File: src/rtl/game_manager_pkg.sv
// Shared definitions for the pinball game manager: phase encoding and
// the default number of lives a fresh game starts with.
package game_manager_pkg;

    typedef enum logic [1:0] {
        READY     = 2'd0,
        PLAY      = 2'd1,
        GAME_OVER = 2'd2,
        WIN       = 2'd3
    } game_state_t;

    localparam int LIFE_INIT = 3;

endpackage

File: src/rtl/game_manager_rise_detect.sv
// Per-bit rising-edge detector: pulses for one cycle when a bit goes from 0 to 1
// relative to its value on the previous clock.
module rise_detect #(
    parameter int N = 4
) (
    input  logic         clk,
    input  logic         resetN,
    input  logic [N-1:0] in_i,
    output logic [N-1:0] pulse_o
);

    logic [N-1:0] prev_q;

    always_ff @(posedge clk or negedge resetN) begin
        if (!resetN) begin
            prev_q <= '0;
        end else begin
            prev_q <= in_i;
        end
    end

    assign pulse_o = in_i & ~prev_q;

endmodule

File: src/rtl/game_manager.sv
// Pinball game sequencer: walks READY/PLAY/GAME_OVER/WIN and keeps per-level
// score, level, lives and a saturating total score from edge-qualified events.
module game_manager
    import game_manager_pkg::*;
#(
    parameter int SCORE_W     = 4,
    parameter int TOTAL_W     = 8,
    parameter int LEVEL_W     = 4,
    parameter int LIFE_W      = 4,
    parameter int LIFE_INIT   = game_manager_pkg::LIFE_INIT,
    parameter int LIFE_MAX    = 9,
    parameter int NUM_LEVELS  = 4,
    parameter int TARGET_BASE = 2,
    parameter int TARGET_STEP = 1,
    parameter int BONUS_LIFE  = 1
) (
    input  logic               clk,
    input  logic               resetN,
    input  logic               key5IsPressed,
    input  logic               collisionSmileyBorderBottom,
    input  logic               collisionSmileyObstacle,
    input  logic               collisionSmileyObstacleGood,
    input  logic               collisionSmileyObstacleBad,
    output logic               pause,
    output logic               reset_level,
    output logic [SCORE_W-1:0] score,
    output logic [LEVEL_W-1:0] level,
    output logic [LIFE_W-1:0]  life,
    output logic [TOTAL_W-1:0] total_score,
    output logic               game_over,
    output logic               game_won
);

    game_state_t        state_q, state_d;
    logic [SCORE_W-1:0] score_q, score_d;
    logic [LEVEL_W-1:0] level_q, level_d;
    logic [LIFE_W-1:0]  life_q, life_d;
    logic [TOTAL_W-1:0] total_q, total_d;

    logic [3:0]         rawEvents;
    logic [3:0]         pulses;
    logic               startEv, bottomEv, goodEv, badEv;
    logic [SCORE_W-1:0] target;
    logic               lastLevel;

    // Good/bad are only meaningful while the obstacle collision is asserted,
    // so the qualified terms are edge-detected rather than the raw inputs.
    assign rawEvents = {key5IsPressed,
                        collisionSmileyBorderBottom,
                        collisionSmileyObstacle & collisionSmileyObstacleGood,
                        collisionSmileyObstacle & collisionSmileyObstacleBad};

    rise_detect #(.N(4)) u_rise (
        .clk     (clk),
        .resetN  (resetN),
        .in_i    (rawEvents),
        .pulse_o (pulses)
    );

    assign {startEv, bottomEv, goodEv, badEv} = pulses;

    assign target    = SCORE_W'(TARGET_BASE + int'(level_q) * TARGET_STEP);
    assign lastLevel = (level_q == LEVEL_W'(NUM_LEVELS - 1));

    always_ff @(posedge clk or negedge resetN) begin
        if (!resetN) begin
            state_q <= READY;
            score_q <= '0;
            level_q <= '0;
            life_q  <= LIFE_W'(LIFE_INIT);
            total_q <= '0;
        end else begin
            state_q <= state_d;
            score_q <= score_d;
            level_q <= level_d;
            life_q  <= life_d;
            total_q <= total_d;
        end
    end

    always_comb begin
        state_d = state_q;
        score_d = score_q;
        level_d = level_q;
        life_d  = life_q;
        total_d = total_q;
        case (state_q)
            READY: begin
                score_d = '0;
                if (startEv) begin
                    state_d = PLAY;
                end
            end
            PLAY: begin
                // Only the highest-priority event of the cycle is acted on.
                if (bottomEv) begin
                    life_d = life_q - LIFE_W'(1);
                    if (life_q == LIFE_W'(1)) begin
                        state_d = GAME_OVER;
                    end else begin
                        state_d = READY;
                        score_d = '0;
                    end
                end else if (goodEv) begin
                    if (total_q != '1) begin
                        total_d = total_q + TOTAL_W'(1);
                    end
                    if (score_q == target - SCORE_W'(1)) begin
                        if (lastLevel) begin
                            state_d = WIN;
                        end else begin
                            state_d = READY;
                            level_d = level_q + LEVEL_W'(1);
                            score_d = '0;
                            if (BONUS_LIFE == 1 && life_q < LIFE_W'(LIFE_MAX)) begin
                                life_d = life_q + LIFE_W'(1);
                            end
                        end
                    end else begin
                        score_d = score_q + SCORE_W'(1);
                    end
                end else if (badEv) begin
                    if (score_q != '0) begin
                        score_d = score_q - SCORE_W'(1);
                    end
                end
            end
            GAME_OVER, WIN: begin
                // Restart skips READY so the new game launches immediately.
                if (startEv) begin
                    state_d = PLAY;
                    score_d = '0;
                    level_d = '0;
                    life_d  = LIFE_W'(LIFE_INIT);
                    total_d = '0;
                end
            end
            default: begin
                state_d = READY;
            end
        endcase
    end

    assign pause       = (state_q != PLAY);
    assign reset_level = (state_q != PLAY);
    assign game_over   = (state_q == GAME_OVER);
    assign game_won    = (state_q == WIN);
    assign score       = score_q;
    assign level       = level_q;
    assign life        = life_q;
    assign total_score = total_q;

endmodule
File: config.mk
export PLATFORM = sky130hd
export DESIGN_NAME = game_manager
export DESIGN_NICKNAME = d
export VERILOG_FILES = /design/src/rtl/game_manager_pkg.sv /design/src/rtl/game_manager_rise_detect.sv /design/src/rtl/game_manager.sv
export SDC_FILE = /design/constraint.sdc
export NUM_CORES = 1
export LEC_CHECK = 0
export ABC_AREA = 1
export CAP_MARGIN = 25
export CORE_UTILIZATION = 40
export CTS_CLUSTER_DIAMETER = 150
export DETAILED_ROUTE_END_ITERATION = 12
export HOLD_SLACK_MARGIN = 0.08
export PLACE_DENSITY = 0.77
export SLEW_MARGIN = 20
export SYNTH_ARGS = -nofsm -noshare
export SYNTH_HDL_FRONTEND = slang
export SYNTH_HIERARCHICAL = 1
export SYNTH_SLANG_ARGS = --single-unit
File: constraint.sdc
create_clock -name clk -period 1.55 [get_ports clk]
set_input_delay 0.155 -clock clk [delete_from_list [all_inputs] [get_ports clk]]
set_output_delay 0.155 -clock clk [all_outputs]
set_load 0.005 [all_outputs]
Word level (Yosys, flattened, before mapping)
Index checks and enable logic that the tools add are counted.
{"block": "classes", "add_sub_neg": 8, "mul": 0, "div_mod_pow": 0, "n_reduce_logical": 10, "order_cmp": 1, "mux": 33, "bitwise_logic": 4, "shift": 0, "eq_ne": 23}
{"cell": "4-bit two-way mux", "count": 18}
{"cell": "8-bit two-way mux", "count": 4}
{"cell": "4-bit case mux with 2 select lines", "count": 2}
{"cell": "8-bit case mux with 2 select lines", "count": 1}
{"cell": "3-bit != test (second input constant)", "count": 5}
{"cell": "4-bit by 1-bit adder with 4-bit output (second input constant)", "count": 3}
{"cell": "2-bit two-way mux", "count": 6}
{"cell": "2-bit != test (second input constant)", "count": 6}
{"cell": "4-bit case mux with 3 select lines", "count": 1}
{"cell": "6-bit AND reduction", "count": 2}
{"cell": "4-bit by 1-bit subtractor with 4-bit output (second input constant)", "count": 3}
{"cell": "5-bit AND reduction", "count": 2}
{"cell": "8-bit by 1-bit adder with 8-bit output (second input constant)", "count": 1}
{"cell": "4-bit != test (second input constant)", "count": 2}
{"cell": "8-bit != test (second input constant)", "count": 1}
{"cell": "5-bit != test (second input constant)", "count": 1}
{"cell": "2-bit by 4-bit adder with 4-bit output (first input constant)", "count": 1}
{"cell": "4-bit bitwise AND", "count": 1}
{"cell": "2-bit == test (second input constant)", "count": 2}
{"cell": "4-bit by 1-bit == test with 1-bit output (second input constant)", "count": 1}
{"cell": "4-bit by 2-bit == test with 1-bit output (second input constant)", "count": 1}
{"cell": "4-bit == test", "count": 1}
{"cell": "4-bit < comparator (second input constant)", "count": 1}
{"cell": "2-bit by 1-bit != test with 1-bit output (second input constant)", "count": 2}
{"cell": "other kinds (10)", "count": 11}
{"block": "totals", "mem_bits_rw": 0, "latchBits": 0, "n_memories": 0, "romBits": 0, "register_bits": 26, "word_cells": 85, "out_inout_bits": 24}

Logic depth before layout (Yosys ltp)
Gate-level depths: netlist of the first run.
{"block": "depth", "depth_word": 7, "depth_mapped": 12}

Modules after synthesis
Netlist of the first run, hierarchy kept.
{"module": "game_manager", "seq_area_each_um2": 553.0, "area_per_inst_um2": 1629.1, "instances": 1, "cells_per_inst": 217}
{"module": "rise_detect", "seq_area_each_um2": 100.1, "area_per_inst_um2": 140.1, "instances": 1, "cells_per_inst": 12}

Least setup slack after synthesis of the first run
OpenSTA, ideal clock, no wires.
{"block": "synth_path", "kind": "register to register", "from": "register level_q[0], in the netlist level[0]", "to": "register life_q[3], in the netlist life[3]", "slack_ps": -95, "path_stages_with_launch": 10, "required_ps": 1432, "t_arrival_ps": 1527, "n_path_buf": 0, "synth_period_minus_slack_ps": 1645, "cell_sequence": "dfrtp_1 ha_1 nor2_1 o21ai_2 nor2_2 nand3_2 nand2_4 nand2_4 nand2_1 o21ai_2"}
{"block": "synth_between", "elab_chain_cells": 5, "word_cells_on_any_way": 7, "cone_classes": "2 x add/sub; 4 x eq/ne; 1 x reduce/logical"}
{"item": "start: declaration", "line": "game_manager.sv:36", "text": "logic [LEVEL_W-1:0] level_q, level_d;"}
{"item": "start signal: assignment", "line": "game_manager.sv:75", "text": "level_q <= level_d;"}
{"item": "2-bit by 4-bit adder with 4-bit output", "line": "game_manager.sv:62", "text": "assign target = SCORE_W'(TARGET_BASE + int'(level_q) * TARGET_STEP);"}
{"item": "4-bit by 1-bit subtractor with 4-bit output", "line": "game_manager.sv:108", "text": "if (score_q == target - SCORE_W'(1)) begin"}
{"item": "4-bit == test", "line": "game_manager.sv:108"}
{"item": "3-bit != test (no source line)"}
{"item": "6-bit AND reduction (no source line) *"}
{"item": "end signal: assignment", "line": "game_manager.sv:70", "text": "life_q <= LIFE_W'(LIFE_INIT);"}
{"item": "end signal: assignment", "line": "game_manager.sv:76", "text": "life_q <= life_d;"}
{"item": "end: declaration", "line": "game_manager.sv:37", "text": "logic [LIFE_W-1:0] life_q, life_d;"}
Mark *: on every way between the ends. The rest lies on a longest branch, timed or not.
A chain may end at the register's enable or synchronous reset.

Final worst setup path of the first run
Same ends and word-level chain as after synthesis.

==> results of run 1 <==
worst reg2reg max path, delay by kind of cell (launching register included):
family,cells,cell delay (ps)
AOI/OAI and AO/OA,1,50
adders and majority gates,1,180
and+or+nand+nor,8,780
DFF,1,440
buffers and inverters,1,60
final timing paths:
kind                                              from                to  slack [ps]  cells past startpoint
max reg2reg                                   level[0]           life[3]         -40                     11
min in group clk           collisionSmileyBorderBottom  u_rise/prev_q[2]         330                      1
max                                           level[0]           life[3]         -40                     11
min reg2reg                                    life[0]           life[0]         500                      2
min                                             resetN           life[2]         230                      2
max in group asynchronous                       resetN           life[1]        1010                      2
through the flow:
step	worst slack, ps	utilization [%]	hold slack (ps)	std cells	total power [mW]
6_report	-38.5	59.9	232	334	4.26
3_3_place_gp	-133	55.2	507	325	3.46
3_5_place_dp	-164	55.2	511	325	3.53
5_1_grt	-114	59.9	280	334	4.60
2_1_floorplan	23.4	-	-141	229	2.65
4_1_cts	-54.4	57.5	249	333	4.09
power by group through the flow:
stage          logic (mW)  clock network, mW  registers, mW
2_1_floorplan        1.49                  0           1.17
3_3_place_gp         2.34                  0           1.13
3_5_place_dp         2.39                  0           1.14
4_1_cts              2.50              0.468           1.12
5_1_grt              2.95              0.491           1.16
6_report             2.68              0.458           1.13
routing by layer:
layer | vias to the layer above | track usage [%] | wire [um]
met4 | 0 | 3.65 | 17
met2 | 32 | 31.9 | 2130
met5 | - | 0 | 0
li1 | 856 | - | -
met1 | 812 | 22.7 | 1860
met3 | 2 | 4.11 | 136
cell usage in the layout, fill, tap and decap left out, types with 5 or more instances in the layout:
cell type        count
ha_1                 7
clkdlybuf4s50_1     25
nor2_2               5
inv_1               24
xor2_1               9
o21ai_2              7
dfrtp_1             23
o21ai_1              7
nand2_4              6
buf_4               21
nand4_1              7
nor2_1               8
nand2_1             56
inv_2                6
nand3_1             18
nand2_2              8
sequential cells by signal, summed over array words and instances, names as in the netlist:
name / cells
total_score: 8
level: 4
life: 4
score: 4
u_rise/prev_q: 4
state_q: 2
kinds of logic (layout without fill, tap and decap cells):
group / count (synthesis) / in the layout
fa+ha+maj: 8 / 8
compound gates: 29 / 29
flops: 26 / 26
buf+inv: 35 / 89
simple gates: 120 / 121
xor+xnor: 11 / 11
repair_timing:
| item | 4_1_cts | 5_1_grt |
|---|---|---|
| pin swaps | 4 | 12 |
| gates resized for setup | 6 | 25 |
| setup endpoints to repair | 11 | 26 |
| setup buffers | 4 | 0 |
| cloned | 0 | 1 |
final cells by class:
cell class / count / area, um^2 / share of cell area [%]
multi-input combinational: 169 / 1070 / 43.5
sequential: 26 / 654 / 26.5
timing repair buffer: 55 / 508 / 20.6
inverter: 30 / 113 / 4.57
tap: 50 / 62.6 / 2.54
clock buffer: 4 / 55.1 / 2.23
==> impl_metrics.py, run 1 <==
metrics = {
    "logic_synthesis": {
        "synth-simple-area-share_pct": 32.5,
        "synthTopCellsByCount": "nand2_1 (62), inv_1 (26), dfrtp_1 (24), nand3_1 (21), nor2_1 (11)",
        "ys_warn_count": 6,
        "synth_ff_type": "dfrtp_1",
        "synth_most_common_cell": "nand2_1",
        "seq_area_frac_synth_pct": 36.9,
        "synth_compound_area_share_pct": 11.4,
        "syn-num-nets": 244,
        "synthMuxAreaShare_pct": 0,
        "synthCells": 229,
        "postSynthAreaPerCell_um2": 7.73,
        "ys_types": 31,
        "syn_area_um2": 1770,
        "synth_edf_count": 0,
        "ys_ff_latch": 26,
        "synth_top_cell_by_area": "dfrtp_1",
        "async_flop_share_pct": 100,
        "synthXorXnorAreaFrac_pct": 5.45,
        "synth_area_leaders": "dfrtp_1 (34%), nand2_1 (13%), nand3_1 (5.9%), ha_1 (5.7%), inv_1 (5.5%)",
        "synthAdderAreaFrac_pct": 5.66,
        "synth_top_family_by_area": "simple AND/OR/NAND/NOR gates",
        "synth.top_cell.area_share_pct": 33.9,
    },
    "clock_network": {
        "cts-root-buf": "clkbuf_8",
        "insertion_delay_ps": 280,
        "cts_buffers": 3,
        "hold_buffers": 0,
        "clk_pin_slew_ps": 100,
        "clock_path_buffers": 2,
        "cts_sinks": 26,
        "cts_tree": "built",
        "htreeDepth": 1,
    },
    "detailed_routing": {
        "dr.pass1.iters": 4,
        "vias_per_cell": 5.10,
        "drt.antenna.violating_nets": 0,
        "via_count": 1702,
        "drtIter0Drc": 112,
        "wirelength_um": 4150,
        "wl_per_cell_um": 12.4,
        "drc": 0,
    },
    "floorplanning": {
        "die_w_um": 68.5,
        "dieArea_um2": 4690,
        "start_util_pct": 43.0,
        "dieHeight_um": 68.5,
        "core_area_um2": 4120,
        "ios": 31,
        "rows": 23,
    },
    "setup_path": {
        "crit_type": "flop to flop",
        "path_buf_inv": 1,
        "critical_path.max_stage_delay_ps": 440,
        "cp_max_fo": 7,
        "critical_path.startpoint_type": "flop",
        "crit_required_ps": 1730,
        "path_common_cell": "nand2_2",
        "critical_path.top_delay_family": "simple AND/OR/NAND/NOR gates",
        "critPathArrivalTime_ps": 1770,
        "endpoint_kind": "flop",
        "path_cells": "ha_4 > inv_2 > nand2_2 > nand3_2 > nand2_2 > nor2_4 > nand3_2 > nand2_4 > nand2_8 > nand2_2 > o21ai_2",
        "critPathSlowestCell": "dfrtp_2",
    },
    "power_and_ir_drop": {
        "p_clk_share_pct": 10.7,
        "vdd_drop_max_v": 0.000877,
        "p_sw_mw": 1.88,
        "p_leak_nw": 1.22,
        "pwr-share-seq_pct": 26.5,
        "power_density_nw_per_um2": 1730,
        "swShare_pct": 44.1,
        "combinationalPowerShare_pct": 62.8,
        "internal-power_mw": 2.38,
    },
    "timing": {
        "finClkSkew_ps": 11.5,
        "max_clock_freq_mhz": 630,
        "period_share_pct": 102,
        "rsz0062_at_grt": "true",
        "finalMaxSlewViolations": 0,
        "setup_ws_ps": -38.5,
        "setup_viol": 4,
        "worst_slew_pin_slew_ps": 347,
        "relSlewSlack_pct": 76.9,
        "timing.final.hold_violations": 0,
        "fin_setup_tns_ps": -76.3,
        "fin_crit_ps": 1590,
    },
    "place": {
        "place_hpwl_um": 2770,
        "dpl-instance-area_um2": 2270,
        "gp_congestion": 0.837,
        "portBuffers": 30,
    },
    "cells_and_area": {
        "fin_area_um2": 2460,
        "areaGrowthSynthToFinish_pct": 39.3,
        "drive_above_1_share_pct": 27.1,
        "antenna_cells": 0,
        "final.fill_count": 384,
        "nets": 300,
    },
    "min_path": {
        "hold_path.class": "input pin to asynchronous set/reset pin",
    },
    "grt": {
        "grt_max_degree": 27,
        "grt_use_total_pct": 18.2,
        "antenna_found_initial": 0,
        "grt_pass1_vias": 1519,
        "grt_pass1_wl_um": 6440,
        "grt_overflow": 0,
    },
    "outcome": {
        "status": "complete, but fails checks",
        "violations": "setup timing",
    },
    "run": {
        "cap_violations": 0,
    },
}
No activity file was read; power rests on OpenSTA's default activity.
==> run 2, diff against run 1 <==
- ABC_CLOCK_PERIOD_IN_PS: default -> 1550
- HOLD_SLACK_MARGIN: 0.08 -> default
- SLEW_MARGIN: 20 -> default
==> results of run 2 <==
The final DEF is identical to that of run 1; final timing and power are the same.
==> run 3, diff against run 2 <==
- ABC_CLOCK_PERIOD_IN_PS: 1550 -> 1960
- CORE_UTILIZATION: 40 -> 47
- PLACE_DENSITY: 0.77 -> 0.83
- clock period: 1.55 -> 1.96 ns (I/O delays scaled with it)
==> run 3 against run 2 <==
Effect of this change:
- the run now ends clean
- flip-flop and latch count unchanged
- routed wire length decreased by 17%
- sequential share of layout area increased by 3.3 points
- critical path depth decreased by 2
- cell count decreased by 7.5%
- via count decreased by 9.6%
- sequential power decreased by 18%
- critical endpoint unchanged
- critical path type unchanged
- combinational power decreased by 37%
- die area decreased by 14%
- worst setup slack improved by 250 ps
- clock-buffer cell count unchanged
- maximum frequency decreased by 9.3%
==> impl_metrics.py, run 3 (same netlist as run 1, synthesis figures left out) <==
metrics = {
    "setup_path": {
        "path_buf_inv": 0,
        "startpoint": "level[1]",
        "critPathSlowestCell": "dfrtp_1",
        "reg2reg_depth": 9,
        "critical_path.top_delay_family": "simple AND/OR/NAND/NOR gates",
        "crit_type": "flop to flop",
        "critical_path.max_stage_delay_ps": 450,
        "reg2reg_from": "level[1]",
        "cp_num_cells": 9,
        "critical_path.startpoint_type": "flop",
        "regToRegSetupSlack_ps": 210,
        "endpoint": "life[3]",
        "endpoint_kind": "flop",
        "cp_max_fo": 7,
        "crit_required_ps": 2130,
        "critPathArrivalTime_ps": 1920,
        "path_cells": "ha_1 > nor2_1 > o21ai_2 > nor2_2 > nand3_2 > nand2_4 > nand2_4 > nand2_1 > o21ai_2",
        "r2r_end": "life[3]",
    },
    "grt": {
        "grt_max_degree": 27,
        "grt_pass1_vias": 1418,
        "grt_pass1_wl_um": 6020,
        "grt_use_total_pct": 18.7,
        "grt_overflow": 0,
        "antenna_found_initial": 0,
    },
    "clock_network": {
        "cts-root-buf": "clkbuf_8",
        "postCtsSetupBuffers": 0,
        "cts_sinks": 26,
        "cts_buffers": 3,
        "hold_buffers": 0,
        "cts_tree": "built",
        "htreeDepth": 1,
        "clock_path_buffers": 2,
        "cts_resized": 0,
        "insertion_delay_ps": 270,
        "clk_pin_slew_ps": 90,
    },
    "detailed_routing": {
        "wirelength_um": 3460,
        "wl_per_cell_um": 11.2,
        "drtIter0Drc": 141,
        "dr.pass1.iters": 4,
        "via_count": 1539,
        "vias_per_cell": 4.98,
        "drt.antenna.violating_nets": 0,
        "drc": 0,
    },
    "floorplanning": {
        "dieHeight_um": 63.4,
        "ios": 31,
        "die_w_um": 63.4,
        "start_util_pct": 51.0,
        "dieArea_um2": 4010,
        "rows": 21,
        "core_area_um2": 3470,
    },
    "cells_and_area": {
        "final_cell_mix": "nand2_1 (62), clkdlybuf4s50_1 (30), inv_1 (26)",
        "nets": 279,
        "antenna_cells": 0,
        "areaGrowthSynthToFinish_pct": 23.7,
        "largest_register_ffs": 8,
        "final_common_cell": "nand2_1",
        "drive_above_1_share_pct": 15.2,
    },
    "timing": {
        "fin_setup_tns_ps": 0,
        "worst_slew_pin_slew_ps": 337,
        "setup_viol": 0,
        "hold_slack_ps": 291,
        "period_share_pct": 89.4,
        "timing.final.hold_violations": 0,
        "finalMaxSlewViolations": 0,
        "max_clock_freq_mhz": 571,
        "relSlewSlack_pct": 77.5,
        "finClkSkew_ps": 4.76,
        "rsz0062_at_grt": "false",
        "fin_crit_ps": 1750,
    },
    "min_path": {
        "hold_path.class": "input pin to asynchronous set/reset pin",
    },
    "run": {
        "cap_violations": 0,
    },
    "outcome": {
        "status": "completed",
    },
    "power_and_ir_drop": {
        "combinationalPowerShare_pct": 56.8,
        "pwr-share-seq_pct": 31.4,
        "p_sw_mw": 1.30,
        "p_clk_share_pct": 11.9,
        "p_leak_nw": 1.06,
        "power_mw": 2.96,
        "internal-power_mw": 1.66,
        "vdd_drop_max_v": 0.000700,
        "power_density_nw_per_um2": 1350,
        "swShare_pct": 43.8,
    },
    "place": {
        "portBuffers": 30,
        "gp_congestion": 0.827,
        "place_hpwl_um": 2640,
    },
}
run 3: power by group through the flow:
stage | combinational (mW) | clock (mW) | sequential [mW]
6_report | 1.68 | 0.352 | 0.930
5_1_grt | 1.89 | 0.383 | 0.964
4_1_cts | 1.69 | 0.367 | 0.930
3_5_place_dp | 1.69 | 0 | 0.942
3_3_place_gp | 1.64 | 0 | 0.936
2_1_floorplan | 1.16 | 0 | 0.913
run 3: layout make-up:
cell class	instances	area [um^2]
Sequential cell	26	653
Inverter	30	113
Multi-Input combinational cell	168	972
Fill cell	329	1280
Clock buffer	4	55.1
Timing Repair Buffer	35	338
Tap cell	46	57.6
run 3: layer usage:
metal / global-route usage, % / share of wire (%)
met5: 0 / 0
met4: 4.26 / 0.69
met3: 3.44 / 3.9
met2: 32.2 / 48
met1: 24.0 / 47
run 3: worst reg2reg max path, stage by stage (launching register included):
cell     delay, ps
dfrtp_1        450
ha_1           340
nor2_1         150
o21ai_2         80
nor2_2         160
nand3_2        130
nand2_4        120
nand2_4         90
nand2_1         80
o21ai_2         50
run 3: stage by stage:
| stage | worst slack [ps] | cells | area [um^2] | util, % |
|---|---|---|---|---|
| final | 208 | 309 | 2190 | 63.1 |
| after global routing | 56.4 | 309 | 2190 | 63.1 |
| after CTS | 206 | 309 | 2190 | 63.1 |
| after detailed placement | 99.5 | 305 | 2130 | 61.5 |
| after global placement | 182 | 305 | 2130 | 61.5 |
| after floorplan | 315 | 229 | 1770 | - |
run 3: worst min-delay path by stage:
stage,to,slack [ps],from,cells past startpoint
6_report,level[0],290,resetN,2
5_1_grt,level[0],330,resetN,2
4_1_cts,level[1],300,resetN,2
3_5_place_dp,life[1],500,life[1],2
3_3_place_gp,life[1],500,life[1],2
2_1_floorplan,level[0],-100,resetN,0
